`src/rtl/multicycle_control_unit_pkg.sv`:
```
// Shared definitions for the multicycle control unit: FSM states, instruction
// classes, RV32I opcode/funct constants and small class-query helpers.
package multicycle_control_unit_pkg;

   typedef enum logic [2:0] {
      ST_INIT   = 3'd0,
      ST_FETCH  = 3'd1,
      ST_DECODE = 3'd2,
      ST_EXEC   = 3'd3,
      ST_MEM    = 3'd4,
      ST_WB     = 3'd5,
      ST_HALT   = 3'd6
   } state_e;

   // ILL is encoded as zero so a cleared class register reads as "nothing legal".
   typedef enum logic [2:0] {
      CLS_ILL  = 3'd0,
      CLS_LD   = 3'd1,
      CLS_ST   = 3'd2,
      CLS_ADD  = 3'd3,
      CLS_SUB  = 3'd4,
      CLS_ADDI = 3'd5,
      CLS_BEQ  = 3'd6
   } instr_class_e;

   localparam logic [6:0] OPC_LOAD   = 7'b0000011;
   localparam logic [6:0] OPC_STORE  = 7'b0100011;
   localparam logic [6:0] OPC_OP     = 7'b0110011;
   localparam logic [6:0] OPC_OP_IMM = 7'b0010011;
   localparam logic [6:0] OPC_BRANCH = 7'b1100011;

   localparam logic [2:0] F3_WORD = 3'b010;
   localparam logic [2:0] F3_ADD  = 3'b000;
   localparam logic [2:0] F3_BEQ  = 3'b000;

   localparam logic [6:0] F7_ADD = 7'b0000000;
   localparam logic [6:0] F7_SUB = 7'b0100000;

   localparam int WAIT_W = 4;

   function automatic logic class_uses_imm(input instr_class_e cls);
      return (cls == CLS_LD) || (cls == CLS_ST) || (cls == CLS_ADDI);
   endfunction

   function automatic logic class_subtracts(input instr_class_e cls);
      return (cls == CLS_SUB) || (cls == CLS_BEQ);
   endfunction

endpackage

```
`src/rtl/multicycle_control_unit_instr_class_decoder.sv`:
```
// Combinational instruction classifier: maps the raw IR word onto one of the
// instruction classes. beq is only recognised when CTRL_BRANCH_EN is defined.
module instr_class_decoder
   import multicycle_control_unit_pkg::*;
(
   input  logic [31:0] instruction,
   output logic [2:0]  instr_class
);

   logic [6:0]   opcode;
   logic [2:0]   funct3;
   logic [6:0]   funct7;
   instr_class_e cls;

   assign opcode = instruction[6:0];
   assign funct3 = instruction[14:12];
   assign funct7 = instruction[31:25];

   always_comb begin
      cls = CLS_ILL;
      case (opcode)
         OPC_LOAD: begin
            if (funct3 == F3_WORD) cls = CLS_LD;
         end
         OPC_STORE: begin
            if (funct3 == F3_WORD) cls = CLS_ST;
         end
         OPC_OP: begin
            if (funct3 == F3_ADD) begin
               if (funct7 == F7_ADD)      cls = CLS_ADD;
               else if (funct7 == F7_SUB) cls = CLS_SUB;
            end
         end
         OPC_OP_IMM: begin
            if (funct3 == F3_ADD) cls = CLS_ADDI;
         end
`ifdef CTRL_BRANCH_EN
         OPC_BRANCH: begin
            if (funct3 == F3_BEQ) cls = CLS_BEQ;
         end
`endif
         default: cls = CLS_ILL;
      endcase
   end

   assign instr_class = cls;

   // Register and immediate fields carry no control information.
   logic unused_fields;
   assign unused_fields = ^{instruction[24:15], instruction[11:7]};

endmodule

```
`src/rtl/multicycle_control_unit.sv`:
```
// Multicycle control FSM for the load-store datapath (lw, sw, add, sub, addi).
// Optional beq support is enabled by defining CTRL_BRANCH_EN.
module multicycle_control_unit
   import multicycle_control_unit_pkg::*;
#(
   parameter int MEM_WAIT = 0
)(
   input  logic        CLK,
   input  logic        reset,
   input  logic [31:0] instruction,
   input  logic        ULA_zero,
   output logic        load_ir,
   output logic        load_pc,
   output logic        pc_src,
   output logic        sub,
   output logic        ULA_din2_sel,
   output logic        RF_din_sel,
   output logic        WE_RF,
   output logic        WE_MEM,
   output logic        illegal
);

   localparam logic [WAIT_W-1:0] WAIT_LAST = WAIT_W'(MEM_WAIT);

   state_e            state_q, state_d;
   instr_class_e      cls_q, cls_d;
   logic [WAIT_W-1:0] cnt_q, cnt_d;
   logic [2:0]        dec_cls;
   logic              wait_done;

   instr_class_decoder u_decoder (
      .instruction (instruction),
      .instr_class (dec_cls)
   );

   always_ff @(posedge CLK or posedge reset) begin
      if (reset) begin
         state_q <= ST_INIT;
         cls_q   <= CLS_ILL;
         cnt_q   <= '0;
      end else begin
         state_q <= state_d;
         cls_q   <= cls_d;
         cnt_q   <= cnt_d;
      end
   end

   assign wait_done = (cnt_q == WAIT_LAST);

   always_comb begin
      state_d      = state_q;
      cls_d        = cls_q;
      cnt_d        = '0;
      load_ir      = 1'b0;
      load_pc      = 1'b0;
      pc_src       = 1'b0;
      sub          = 1'b0;
      ULA_din2_sel = 1'b0;
      RF_din_sel   = 1'b0;
      WE_RF        = 1'b0;
      WE_MEM       = 1'b0;
      illegal      = 1'b0;

      case (state_q)
         ST_INIT: begin
            state_d = ST_FETCH;
         end

         ST_FETCH: begin
            if (wait_done) begin
               load_ir = 1'b1;
               state_d = ST_DECODE;
            end else begin
               cnt_d = cnt_q + 1'b1;
            end
         end

         // The class is captured here; the IR may change freely afterwards.
         ST_DECODE: begin
            cls_d   = instr_class_e'(dec_cls);
            state_d = (cls_d == CLS_ILL) ? ST_HALT : ST_EXEC;
         end

         ST_EXEC: begin
            ULA_din2_sel = class_uses_imm(cls_q);
            sub          = class_subtracts(cls_q);
            case (cls_q)
               CLS_LD, CLS_ST:            state_d = ST_MEM;
               CLS_ADD, CLS_SUB, CLS_ADDI: state_d = ST_WB;
`ifdef CTRL_BRANCH_EN
               CLS_BEQ: begin
                  ULA_din2_sel = 1'b0;
                  load_pc      = 1'b1;
                  pc_src       = ULA_zero;
                  state_d      = ST_FETCH;
               end
`endif
               default:                   state_d = ST_HALT;
            endcase
         end

         ST_MEM: begin
            ULA_din2_sel = 1'b1;
            if (wait_done) begin
               if (cls_q == CLS_ST) begin
                  WE_MEM  = 1'b1;
                  load_pc = 1'b1;
                  state_d = ST_FETCH;
               end else begin
                  state_d = ST_WB;
               end
            end else begin
               cnt_d = cnt_q + 1'b1;
            end
         end

         // ALU selects stay as in EXEC so the result stays valid during the write.
         ST_WB: begin
            WE_RF        = 1'b1;
            load_pc      = 1'b1;
            RF_din_sel   = (cls_q != CLS_LD);
            ULA_din2_sel = class_uses_imm(cls_q);
            sub          = class_subtracts(cls_q);
            state_d      = ST_FETCH;
         end

         ST_HALT: begin
            illegal = 1'b1;
         end

         default: begin
            state_d = ST_INIT;
         end
      endcase
   end

`ifndef CTRL_BRANCH_EN
   logic unused_zero;
   assign unused_zero = ULA_zero;
`endif

endmodule

```
`config.mk`:
```
export PLATFORM = sky130hd
export DESIGN_NAME = multicycle_control_unit
export DESIGN_NICKNAME = d
export VERILOG_FILES = /design/src/rtl/multicycle_control_unit_pkg.sv /design/src/rtl/multicycle_control_unit_instr_class_decoder.sv /design/src/rtl/multicycle_control_unit.sv
export SDC_FILE = /design/constraint.sdc
export NUM_CORES = 1
export LEC_CHECK = 0
export ABC_AREA = 1
export CORE_ASPECT_RATIO = 1.75
export CORE_MARGIN = 3
export CORE_UTILIZATION = 35
export DETAILED_ROUTE_END_ITERATION = 16
export GPL_TIMING_DRIVEN = 0
export HOLD_SLACK_MARGIN = 0.06
export PLACE_DENSITY = 0.73
export SKIP_CTS_REPAIR_TIMING = 1
export SYNTH_ARGS = -nofsm -noshare
export SYNTH_HDL_FRONTEND = slang
export SYNTH_HIERARCHICAL = 1
export SYNTH_SLANG_ARGS = --single-unit
```
`constraint.sdc`:
```
create_clock -name CLK -period 1.41 [get_ports CLK]
set_clock_uncertainty 0.2 [all_clocks]
set_input_delay 0.282 -clock CLK [delete_from_list [all_inputs] [get_ports CLK]]
set_output_delay 0.282 -clock CLK [all_outputs]
set_load 0.05 [all_outputs]
```
==> flow_summary_export.csv <==
group,metric,value,unit
worst_setup_path,critPathMaxFanout,6,
floorplan,fp.dieArea,3070,µm²
logic_synthesis,synth-edff-count,0,
floorplan,rows,23,
worst_setup_path,critical-path-max-stage-delay,0.33,ns
floorplan,io_pins,44,
timing,setup_viol,11,
global_routing,grt_first_pass_wirelength,3.50,mm
pwr,p_leak,0.838,nW
pwr,switching_share,46.2,%
logic_synthesis,async_flop_share,100,%
floorplan,die_h,71.1,µm
finish,post-route-util,67.4,%
clock_network,htree_num_levels,1,
worst_setup_path,critical_path.cell_chain,"buf_6 -> nand2_1 -> nor2_2 -> inv_1 -> nand2_4 -> nand2_2 -> nor2_4 -> buf_6",
clock_network,cts_buffer_depth,2,
route,first_pass_iters,4,
logic_synthesis,syn_avg_cell_area,6.18,µm²
clock_network,cts.clk_slew.worst_paths,0.05,ns
logic_synthesis,synth_fp_nets,174,
finish,fillers,195,
global_routing,antenna_found_initial,0,
clock_network,clkSinkCount,10,
timing,min_period_over_period,137,%
worst_setup_path,crit_path_end_kind,"output port",
timing,fmax,519,MHz
route,viasPerCell,4.96,
place,gp_congestion,0.787,
finish,drive_above_1_share,51.6,%
worst_setup_path,start_kind,"register",
logic_synthesis,synth_commonest_cells,"nand2_1, inv_1, nor2_1",
floorplan,core_area,2300,µm²
timing,final.min_clock_period,1.93,ns
finish,regArea,253,µm²
place,dp_hpwl,1.69,mm
place,io_buffers,26,
timing,rsz0062_at_grt,"true",
global_routing,grt_overflow,0,
global_routing,grt_max_degree,11,
logic_synthesis,post-synth-top-count-cell,"nand2_1",
hold_path,hold_class,"in2async",
pwr,p_int,1.23,mW
finish,area_growth,83.2,%
finish,fin_nets,220,
clock_network,clk_latency,0.24,ns
floorplan,chipWidth,43.2,µm
global_routing,track_usage,14.7,%
global_routing,grt_pass1_vias,933,
clock_network,cts_buffers,3,
route,vias,1027,
pwr,seqPwrFrac,16.7,%
pwr,power_density,1470,nW/µm²
timing,hold_viol,0,
clock_network,cts-root-buf,"clkbuf_8",
route,drc,0,
floorplan,initial_core_util,36.8,%
worst_setup_path,worst_path_max_delay_cell,"dfrtp_1",
logic_synthesis,synthCells,137,
logic_synthesis,synth_area_leaders,"dfrtp_1, nand2_1, inv_1",
run,maxCapViolations,0,
route,totalWireLength,2.65,mm
clock_network,cts_tree,"yes",
worst_setup_path,cp_data_arrival_time,1.45,ns
pwr,ir_worst_vdd,0.632,mV
pwr,switchingPower,1.06,mW
logic_synthesis,yosysWarnings,6,
logic_synthesis,yosysTopAreaCell,"dfrtp_1",
logic_synthesis,ys_seq_area_share,29.5,%
timing,setup-tns-final,-3.30,ns
route,wl_per_cell,12.8,µm
logic_synthesis,synth_top_cell_area_share,29.5,%
logic_synthesis,synth_flop_cell,"dfrtp_1",
logic_synthesis,ys_ff_latch,10,
worst_setup_path,criticalPathCategory,"reg2out",
finish,multi_input_area,709,µm²
timing,setup_slack,-0.518,ns
logic_synthesis,syn-cell-area,847,µm²
finish,diodes,0,
logic_synthesis,synth_cell_types,26,
pwr,clockPowerShare,16.0,%
timing,slew_viol_final,0,
run_status,failed_checks,"negative setup slack",
route,final_antenna_net_count,0,
worst_setup_path,cp_common_cell,"buf_6",
worst_setup_path,required,0.93,ns
run_status,outcome,"finished with violations",
route,drt-initial-drc-count,15,
pwr,share_comb_of_total_power,67.2,%
metal layers:
layer | global-route usage, % | vias up | part of all wire [%]
li1 | - | 505 | -
met1 | 12.6 | 471 | 33
met2 | 30.5 | 41 | 59
met3 | 0.763 | 10 | 4.9
met4 | 8.05 | 0 | 3.5
met5 | 0 | - | 0
power by group through the flow:
stage	clock network [mW]	logic (mW)	registers [mW]
2_1_floorplan	0	0.770	0.371
6_report	0.366	1.54	0.383
3_5_place_dp	0	1.02	0.383
5_1_grt	0.379	1.64	0.386
3_3_place_gp	0	1.01	0.377
4_1_cts	0.368	1.03	0.375
logic make-up (layout without fill, tap and decap cells):
family	count (synthesis)	in the layout	share of synthesized area, %
compound gates	8	8	5.91
xor+xnor	2	2	2.07
fa+ha+maj	2	2	2.95
buf+inv	27	72	13.7
flops	10	10	29.5
other cells	1	1	0.443
simple gates	87	87	45.3
worst paths after layout:
check                                            start                      to  slack [ns]  cells after the start
worst min-delay path                             reset  state_q[2]$_DFFE_PP0P_        0.13                      2
worst max-delay path            state_q[0]$_DFFE_PP0P_                     sub       -0.52                      8
max in group asynchronous                        reset    cls_q[0]$_DFFE_PP0P_        0.56                      2
worst max register to register  state_q[1]$_DFFE_PP0P_  state_q[1]$_DFFE_PP0P_       -0.04                      8
min in group CLK                       instruction[13]    cls_q[2]$_DFFE_PP0P_        0.34                      8
worst min register to register      cnt_q[0]$_DFF_PP0_      cnt_q[0]$_DFF_PP0_        0.40                      2
per-stage QoR:
stage	setup WS [ns]	area, µm²	hold slack [ns]	power [mW]	std cells
finish	-0.518	1550	0.127	2.28	207
global route	-0.577	1550	0.181	2.40	207
CTS	-1.17	1260	0.141	1.77	192
detailed placement	-0.905	1210	0.287	1.40	188
global placement	-0.889	1210	0.290	1.38	188
floorplan	-0.201	916	-0.0779	1.14	137
critical path: cells and delay by family, from the launching register on:
family | cells | cell delay, ns
DFF | 1 | 0.33
and+or+nand+nor | 5 | 0.46
buffers and inverters | 3 | 0.40
final cells by class:
cell class | instances | share of cell area (%)
buffer | 3 | 1.94
clock buffer | 4 | 3.55
inverter | 24 | 5.81
multi-input combinational | 100 | 45.7
sequential | 10 | 16.3
tap | 25 | 2.02
timing repair buffer | 41 | 24.7
cell usage in the layout (no fill, tap or decap), types with 8 or more instances in the layout:
master    count
clkbuf_2      9
buf_4        12
nand3_1      10
nand2_1      26
buf_6        12
inv_1        12
nor2_4        9
dfrtp_1       8
inv_2        12
nor2_1       11
sequential cells by signal, indices dropped and copies added (netlist names):
register and cells:
state_q 3, cls_q 3, cnt_q 4
Power figures use the tool's default switching activity.
